[src/rtl/s_axi4l_arb_pkg.sv]
// Shared types for the AXI4-Lite register-bank arbiter: FSM state encoding
// and the grant identifiers stored in last_grant.
package s_axi4l_arb_pkg;

  typedef enum logic [1:0] {
    IDLE    = 2'd0,
    RD      = 2'd1,
    RD_DATA = 2'd2,
    WR      = 2'd3
  } arb_state_t;

  localparam logic GNT_RD = 1'b0;
  localparam logic GNT_WR = 1'b1;

  // Bit positions inside the one-hot grant vector from rr_arb2
  localparam int GNT_BIT_RD = 0;
  localparam int GNT_BIT_WR = 1;

endpackage

[src/rtl/rr_arb2.sv]
// Two-requester round-robin picker: on a tie the requester that did not win
// last time is chosen. Purely combinational; last_grant lives in the parent.
module rr_arb2
  import s_axi4l_arb_pkg::*;
(
  input  logic       i_req_rd,
  input  logic       i_req_wr,
  input  logic       i_last_grant,
  output logic [1:0] o_gnt
);

  always_comb begin
    o_gnt = 2'b00;
    if (i_req_rd && i_req_wr) begin
      if (i_last_grant == GNT_WR) o_gnt[GNT_BIT_RD] = 1'b1;
      else                        o_gnt[GNT_BIT_WR] = 1'b1;
    end else if (i_req_rd) begin
      o_gnt[GNT_BIT_RD] = 1'b1;
    end else if (i_req_wr) begin
      o_gnt[GNT_BIT_WR] = 1'b1;
    end
  end

endmodule

[src/rtl/s_axi4l_regbank_arbiter.sv]
// Shares one single-port register bank between the AXI4-Lite read and write
// channels. Optional address range check: S_AXI4L_ARB_RANGE_CHECK_EN.
module s_axi4l_regbank_arbiter
  import s_axi4l_arb_pkg::*;
#(
  parameter int AXI_DATA_WIDTH = 32,
  parameter int AXI_ADDR_WIDTH = 4,
  parameter int AXI_STRB_WIDTH = AXI_DATA_WIDTH / 8,
  parameter int NUM_REGS       = 4
) (
  input  logic                      i_axi_clock,
  input  logic                      i_axi_reset,
  input  logic                      i_rd_req,
  input  logic [AXI_ADDR_WIDTH-1:0] i_rd_addr,
  output logic                      o_rd_gnt,
  output logic [AXI_DATA_WIDTH-1:0] o_rd_data,
  output logic                      o_rd_data_valid,
  output logic                      o_rd_err,
  input  logic                      i_wr_req,
  input  logic [AXI_ADDR_WIDTH-1:0] i_wr_addr,
  input  logic [AXI_DATA_WIDTH-1:0] i_wr_data,
  input  logic [AXI_STRB_WIDTH-1:0] i_wr_strb,
  output logic                      o_wr_gnt,
  output logic                      o_wr_done,
  output logic                      o_wr_err,
  output logic                      o_reg_en,
  output logic                      o_reg_we,
  output logic [AXI_ADDR_WIDTH-1:0] o_reg_addr,
  output logic [AXI_DATA_WIDTH-1:0] o_reg_wdata,
  output logic [AXI_STRB_WIDTH-1:0] o_reg_wstrb,
  input  logic [AXI_DATA_WIDTH-1:0] i_reg_rdata
);

  arb_state_t                r_state;
  arb_state_t                w_next_state;
  logic                      r_last_grant;
  logic [AXI_ADDR_WIDTH-1:0] r_addr;
  logic [AXI_DATA_WIDTH-1:0] r_wdata;
  logic [AXI_STRB_WIDTH-1:0] r_wstrb;
  logic [AXI_DATA_WIDTH-1:0] r_rd_data;
  logic                      r_rd_valid;
  logic                      r_rd_err;
  logic                      r_wr_done;
  logic                      r_wr_err;
  logic [1:0]                w_gnt;
  logic                      w_rd_gnt;
  logic                      w_wr_gnt;
  logic                      w_in_range;

  rr_arb2 u_rr_arb2 (
    .i_req_rd     (i_rd_req),
    .i_req_wr     (i_wr_req),
    .i_last_grant (r_last_grant),
    .o_gnt        (w_gnt)
  );

  // Requests are only honoured while the bank port is free
  assign w_rd_gnt = (r_state == IDLE) && w_gnt[GNT_BIT_RD];
  assign w_wr_gnt = (r_state == IDLE) && w_gnt[GNT_BIT_WR];

`ifdef S_AXI4L_ARB_RANGE_CHECK_EN
  assign w_in_range = int'(r_addr[AXI_ADDR_WIDTH-1:2]) < NUM_REGS;
`else
  assign w_in_range = 1'b1;
`endif

  always_ff @(posedge i_axi_clock) begin
    if (i_axi_reset) r_state <= IDLE;
    else             r_state <= w_next_state;
  end

  always_comb begin
    w_next_state = r_state;
    case (r_state)
      IDLE: begin
        if (w_rd_gnt)      w_next_state = RD;
        else if (w_wr_gnt) w_next_state = WR;
      end
      RD:      w_next_state = RD_DATA;
      RD_DATA: w_next_state = IDLE;
      WR:      w_next_state = IDLE;
      default: w_next_state = IDLE;
    endcase
  end

  // Bank port is driven only during RD/WR and stays all-zero otherwise
  always_comb begin
    o_rd_gnt    = 1'b0;
    o_wr_gnt    = 1'b0;
    o_reg_en    = 1'b0;
    o_reg_we    = 1'b0;
    o_reg_addr  = '0;
    o_reg_wdata = '0;
    o_reg_wstrb = '0;
    case (r_state)
      IDLE: begin
        o_rd_gnt = w_rd_gnt;
        o_wr_gnt = w_wr_gnt;
      end
      RD: begin
        if (w_in_range) begin
          o_reg_en   = 1'b1;
          o_reg_addr = r_addr;
        end
      end
      WR: begin
        if (w_in_range) begin
          o_reg_en    = 1'b1;
          o_reg_we    = 1'b1;
          o_reg_addr  = r_addr;
          o_reg_wdata = r_wdata;
          o_reg_wstrb = r_wstrb;
        end
      end
      default: ;
    endcase
  end

  always_ff @(posedge i_axi_clock) begin
    if (i_axi_reset) begin
      r_last_grant <= GNT_WR;
      r_addr       <= '0;
      r_wdata      <= '0;
      r_wstrb      <= '0;
      r_rd_data    <= '0;
      r_rd_valid   <= 1'b0;
      r_rd_err     <= 1'b0;
      r_wr_done    <= 1'b0;
      r_wr_err     <= 1'b0;
    end else begin
      r_rd_valid <= 1'b0;
      r_wr_done  <= 1'b0;
      r_wr_err   <= 1'b0;
      if (w_rd_gnt) begin
        r_addr       <= i_rd_addr;
        r_last_grant <= GNT_RD;
      end else if (w_wr_gnt) begin
        r_addr       <= i_wr_addr;
        r_wdata      <= i_wr_data;
        r_wstrb      <= i_wr_strb;
        r_last_grant <= GNT_WR;
      end
      if (r_state == RD_DATA) begin
        r_rd_data  <= w_in_range ? i_reg_rdata : '0;
        r_rd_err   <= !w_in_range;
        r_rd_valid <= 1'b1;
      end
      if (r_state == WR) begin
        r_wr_done <= 1'b1;
        r_wr_err  <= !w_in_range;
      end
    end
  end

  assign o_rd_data       = r_rd_data;
  assign o_rd_data_valid = r_rd_valid;
  assign o_rd_err        = r_rd_err;
  assign o_wr_done       = r_wr_done;
  assign o_wr_err        = r_wr_err;

endmodule

[config.mk]
export PLATFORM = sky130hd
export DESIGN_NAME = s_axi4l_regbank_arbiter
export DESIGN_NICKNAME = d
export VERILOG_FILES = /design/src/rtl/s_axi4l_arb_pkg.sv /design/src/rtl/rr_arb2.sv /design/src/rtl/s_axi4l_regbank_arbiter.sv
export SDC_FILE = /design/constraint.sdc
export NUM_CORES = 1
export LEC_CHECK = 0
export ABC_CLOCK_PERIOD_IN_PS = 2650
export BUFFER_PORTS_ARGS = -buffer_cell sky130_fd_sc_hd__buf_2
export CAP_MARGIN = 20
export CORE_MARGIN = 10
export CORE_UTILIZATION = 45
export CTS_CLUSTER_DIAMETER = 120
export DETAILED_ROUTE_END_ITERATION = 10
export PLACE_DENSITY = 0.79
export SLEW_MARGIN = 20
export SYNTH_ARGS = -nofsm -noshare
export SYNTH_HDL_FRONTEND = slang
export SYNTH_HIERARCHICAL = 1
export SYNTH_SLANG_ARGS = --single-unit
[constraint.sdc]
create_clock -name i_axi_clock -period 2.65 [get_ports i_axi_clock]
set_clock_uncertainty 0.2 [all_clocks]
set_input_delay 0.265 -clock i_axi_clock [delete_from_list [all_inputs] [get_ports i_axi_clock]]
set_output_delay 0.265 -clock i_axi_clock [all_outputs]
set_load 0.01 [all_outputs]
==> out/metrics.yaml, run 1 <==
yosys_warnings: 6
num_io_pins: 160
hold_slack_ns: 0.0677
cp_max_fo: 6
grt_max_degree: 45
drcViolationCount: 0
final_max_slew_viol_count: 0
post-cts-setup-buffers: 0
ys_types: 26
grt_use_total_pct: 19.7
setup_tns_ns: 0
clock-sinks: 77
gp_congestion: 0.745
finalCritPeriodShare_pct: 85.6
initial_core_util_pct: 46.0
critical_path.max_stage_delay_ns: 0.55
synth_ff_type: "dfxtp_1"
r2r_start: "r_state[0]$_SDFFE_PP0P_"
hold_path_class: "primary input to register"
critPathTopFamily: "compound AO/OA/AOI/OAI gates"
synth-seq-area-share_pct: 49.6
synth_edf_count: 0
drive_above_1_share_pct: 30.5
leakage_uw: 0.00233
cts_resized: 0
synth.most_common_cell: "nand2_1"
finalCriticalPeriod_ns: 2.27
numCtsBuffers: 9
first_pass_iters: 4
syn-cell-area_sq_um: 3110
wl_mm: 10.7
hpwl_mm: 6.76
drt-initial-drc-count: 209
slew_headroom_pct: 30.2
dieArea_sq_um: 10600
crit_type: "register to output pin"
cp.required_ns: 2.18
switchingPower_uw: 684
power_per_cell_area_nw_per_um2: 563
antenna_left: 0
sw_frac_of_total_pct: 25.6
syn_to_final_growth_pct: 52.8
rsz0062_at_grt: "no"
grt_pass1_vias: 3466
overflow: 0
p_int_uw: 1990
cp-end-kind: "output pin"
wire_per_inst_um: 15.6
status: "complete, no violations"
path_buf_inv: 3
cp_common_cell: "inv_1"
min_delay_worst_endpoint: "r_addr[1]$_SDFFE_PP0P_"
r2r_slack_ns: 0.60
syn_inst: 395
synth_common_cells: "135 x nand2_1, 77 x dfxtp_1, 73 x a21oi_1"
antenna_found_initial: 0
clock_path_buffers: 2
async_reset_ff_share_pct: 0
fin_util_pct: 70.3
root_buffer: "clkbuf_8"
critPathLaunch: "r_last_grant$_SDFFE_PP1P_"
cap_violations: 0
die_w_um: 103
finalHoldViolations: 0
path_cells: "inv_1, a21boi_1, inv_1, nor3_1, buf_2"
die_h_um: 103
p_clk_share_pct: 35.5
postSynthAreaPerCell_sq_um: 7.87
synth_top_cell_area_share_pct: 49.6
fmax_ghz: 0.441
tightest_slew_ns: 1.05
hold_buffers: 68
seq_power_share_pct: 47.4
cts_max_level: 3
design.core.area_sq_um: 6760
irDropWorstVdd_mv: 0.399
dr_total_vias: 3404
yosysTopAreaCell: "dfxtp_1"
tritoncts: "built"
ff2ff_path_depth: 5
timing.rr.end: "r_wstrb[1]$_SDFFE_PP0P_"
cp.arrival_ns: 1.80
grt_pass1_wl_mm: 16.5
p_comb_share_pct: 17.1
via_per_inst: 4.95
portBuffers: 157
antenna_cells: 0
hp-start: "i_wr_addr[1]"
holdPathStages: 3
clkTransAtPathRegs_ns: 0.07
setup_violations: 0
clk_latency_ns: 0.33
rows: 30
synth-seq-cells: 77
start_kind: "register"
slowest_stage: "a21boi_1"
fin_nets: 683
synthTopCellsByArea: "dfxtp_1 50%, nand2_1 16%, a21oi_1 12%"
fillerInstances: 554
sequential cells by signal (all words and copies together) (netlist names):
| register | cells |
|---|---|
| o_rd_data | 32 |
| o_rd_data_valid | 1 |
| o_wr_done | 1 |
| r_addr | 4 |
| r_last_grant | 1 |
| r_state | 2 |
| r_wdata | 32 |
| r_wstrb | 4 |
power by group through the flow:
stage / Clock, uW / Combinational [uW] / Sequential, uW
2_1_floorplan: 0 / 233 / 1300
3_3_place_gp: 0 / 366 / 1290
3_5_place_dp: 0 / 373 / 1290
4_1_cts: 965 / 452 / 1260
5_1_grt: 1020 / 507 / 1270
6_report: 948 / 458 / 1270
worst min-delay path: stages:
cell      delay, ns
buf_2          0.09
mux2i_1        0.11
a211oi_1       0.08
stage by stage:
step                      total power (uW)  std cells  setup WS, ns  instance area, sq um
after global placement                1650        604         0.614                  3860
after CTS                             2680        687         0.381                  4750
after global routing                  2800        687         0.211                  4750
after detailed placement              1670        604         0.624                  3860
after floorplan                       1530        396         0.798                  3110
final                                 2670        687         0.381                  4750
logic make-up (layout without fill, tap and decap cells):
logic type | count (synthesis) | after routing | synth area share, %
AND/OR/NAND/NOR | 192 | 192 | 28.0
AO/OA/AOI/OAI | 80 | 80 | 13.4
flip-flops | 77 | 77 | 49.6
buffers and inverters | 41 | 252 | 7.61
multiplexers | 4 | 4 | 1.29
other | 1 | 2 | 0.121
cells in the final DEF, fill, tap and decap left out, types with 3 or more instances in the layout:
master / synthesis / layout
a211oi_1: 4 / 4
a21oi_1: 73 / 73
and2_1: 6 / 6
and3_1: 36 / 36
buf_2: 3 / 157
buf_4: 2 / 8
clkbuf_8: 0 / 10
clkinv_2: 0 / 3
dfxtp_1: 77 / 77
dlygate4sd3_1: 0 / 68
inv_1: 3 / 3
mux2i_1: 4 / 4
nand2_1: 135 / 135
nor2_1: 4 / 4
nor3_1: 3 / 3
worst max-delay path by stage:
stage / endpoint / depth (start not counted)
after floorplan: r_wdata[22]$_SDFFE_PP0P_ / 6
after global placement: r_addr[0]$_SDFFE_PP0P_ / 5
after detailed placement: r_wstrb[1]$_SDFFE_PP0P_ / 5
after CTS: o_rd_gnt / 5
after global routing: o_rd_gnt / 5
final: o_rd_gnt / 5
final cells by class:
class                   count  area [sq um]  area share, %
repair buffers            234          1550           32.6
flip-flops and latches     77          1540           32.5
multi-input cells         278          1340           28.2
clock buffers              10           138           2.90
well taps                  80           100           2.11
clock inverters             5          75.1           1.58
inverters                   3          11.3          0.237
metal layers:
layer / GRT usage (%) / vias to the layer above / part of all wire, %
li1: - / 1696 / -
met1: 19.9 / 1538 / 36
met2: 34.4 / 125 / 52
met3: 6.30 / 45 / 7.1
met4: 12.6 / 0 / 4.6
met5: 0 / - / 0
Power figures use the tool's default switching activity.
==> run 2, diff against run 1 <==
Settings changed: ABC_CLOCK_PERIOD_IN_PS 2650 to 2930, CORE_UTILIZATION 45 to 49, PLACE_DENSITY 0.79 to 0.86.
Clock period 2.65 ns to 2.93 ns, I/O delays scaled along.
==> out/metrics.yaml, run 2 (synthesis results as in run 1) <==
path_cells: "a21boi_0, or4b_1, buf_4, nand2_1, a21oi_1"
tritoncts: "built"
tightest_slew_ns: 0.786
dpl_cell_area_sq_um: 3830
setup_tns_ns: 0
finalCriticalPeriod_ns: 2.13
irDropWorstVdd_mv: 0.331
critPathTopFamily: "simple AND/OR/NAND/NOR gates"
die_w_um: 99.7
num_io_pins: 160
cp-end-kind: "register"
dieArea_sq_um: 9930
die_h_um: 99.7
rows: 28
rsz0062_at_grt: "no"
slowest_stage: "a21boi_0"
final_common_cell: "buf_2"
dr_total_vias: 3392
cp.arrival_ns: 2.11
power_per_cell_area_nw_per_um2: 516
fin_nets: 678
finalHoldViolations: 0
fmax_ghz: 0.469
antenna_left: 0
numCtsBuffers: 9
wire_per_inst_um: 15.9
slew_headroom_pct: 47.6
grt_use_total_pct: 20.8
fillerInstances: 426
clock-sinks: 77
leakage_uw: 0.00230
initial_core_util_pct: 51.6
drcViolationCount: 0
design.core.area_sq_um: 6030
syn_to_final_growth_pct: 50.7
first_pass_iters: 4
overflow: 0
path_buf_inv: 1
gp_congestion: 0.757
clock_path_buffers: 2
final_max_slew_viol_count: 0
wl_mm: 10.8
antenna_found_initial: 1
drt-initial-drc-count: 209
cp_max_fo: 36
grt_pass1_vias: 3357
cp.required_ns: 2.91
via_per_inst: 5.00
start_kind: "register"
finalCritPeriodShare_pct: 72.7
status: "complete, no violations"
final_cell_mix: "157 x buf_2, 135 x nand2_1, 77 x dfxtp_1"
clkTransAtPathRegs_ns: 0.08
grt_max_degree: 78
setup_violations: 0
hold_path_class: "primary input to register"
crit_type: "register to register"
root_buffer: "clkbuf_8"
cts_max_level: 3
critical_path.max_stage_delay_ns: 0.48
grt_pass1_wl_mm: 17.0
drive_above_1_share_pct: 30.7
hpwl_mm: 6.54
portBuffers: 157
cap_violations: 0
fin_area_sq_um: 4690
clk_latency_ns: 0.34
-- run 2: timing repair --
action / CTS / global route
gates resized for setup: 0 / 0
setup buffers: 0 / 0
endpoints found under the hold margin: 64 / 0
hold buffers: 64 / 0
-- run 2: stage by stage --
step | util, % | hold WS [ns] | total power, uW | worst slack, ns | std cells
2_1_floorplan | - | 0.229 | 1380 | 1.08 | 396
3_3_place_gp | 63.6 | 0.237 | 1490 | 0.849 | 598
3_5_place_dp | 63.6 | 0.244 | 1500 | 0.781 | 598
4_1_cts | 77.7 | 0.00145 | 2420 | 0.841 | 677
5_1_grt | 77.8 | 0.00920 | 2530 | 0.651 | 678
6_report | 77.8 | 0.0143 | 2420 | 0.799 | 678
-- run 2: path summary, 6_finish.rpt --
check / cells after the start / slack [ns] / startpoint / end
setup / recovery: 5 / 0.80 / r_last_grant$_SDFFE_PP1P_ / r_wdata[20]$_SDFFE_PP0P_
hold / removal: 3 / 0.01 / i_wr_data[4] / r_wdata[4]$_SDFFE_PP0P_
setup reg to reg: 5 / 0.80 / r_last_grant$_SDFFE_PP1P_ / r_wdata[20]$_SDFFE_PP0P_
hold reg to reg: 2 / 0.25 / r_wdata[26]$_SDFFE_PP0P_ / r_wdata[26]$_SDFFE_PP0P_
-- run 2: layer usage --
metal	up-vias	GRT usage (%)	share of wire, %
li1	1689	-	-
met2	119	35.8	52
met5	-	0	0
met3	24	7.89	7.8
met1	1560	22.0	37
met4	0	9.37	3.2
-- run 2: layout make-up --
class / instances / area [sq um] / area share, %
diodes: 1 / 2.50 / 0.0534
clock buffers: 10 / 138 / 2.94
clock inverters: 5 / 75.1 / 1.60
inverters: 3 / 11.3 / 0.240
multi-input cells: 278 / 1340 / 28.6
flip-flops and latches: 77 / 1540 / 32.9
well taps: 75 / 93.8 / 2.00
repair buffers: 229 / 1490 / 31.7
-- run 2: power breakdown --
| part | total [uW] | switching (uW) | internal, uW |
|---|---|---|---|
| combinational | 407 | 220 | 187 |
| sequential | 1150 | 35.5 | 1110 |
| clock | 864 | 370 | 494 |
| total | 2420 | 626 | 1790 |
-- run 2: worst register-to-register path: stages, from the launching register on --
cell,delay (ns)
dfxtp_1,0.33
a21boi_0,0.48
or4b_1,0.48
buf_4,0.26
nand2_1,0.14
a21oi_1,0.08
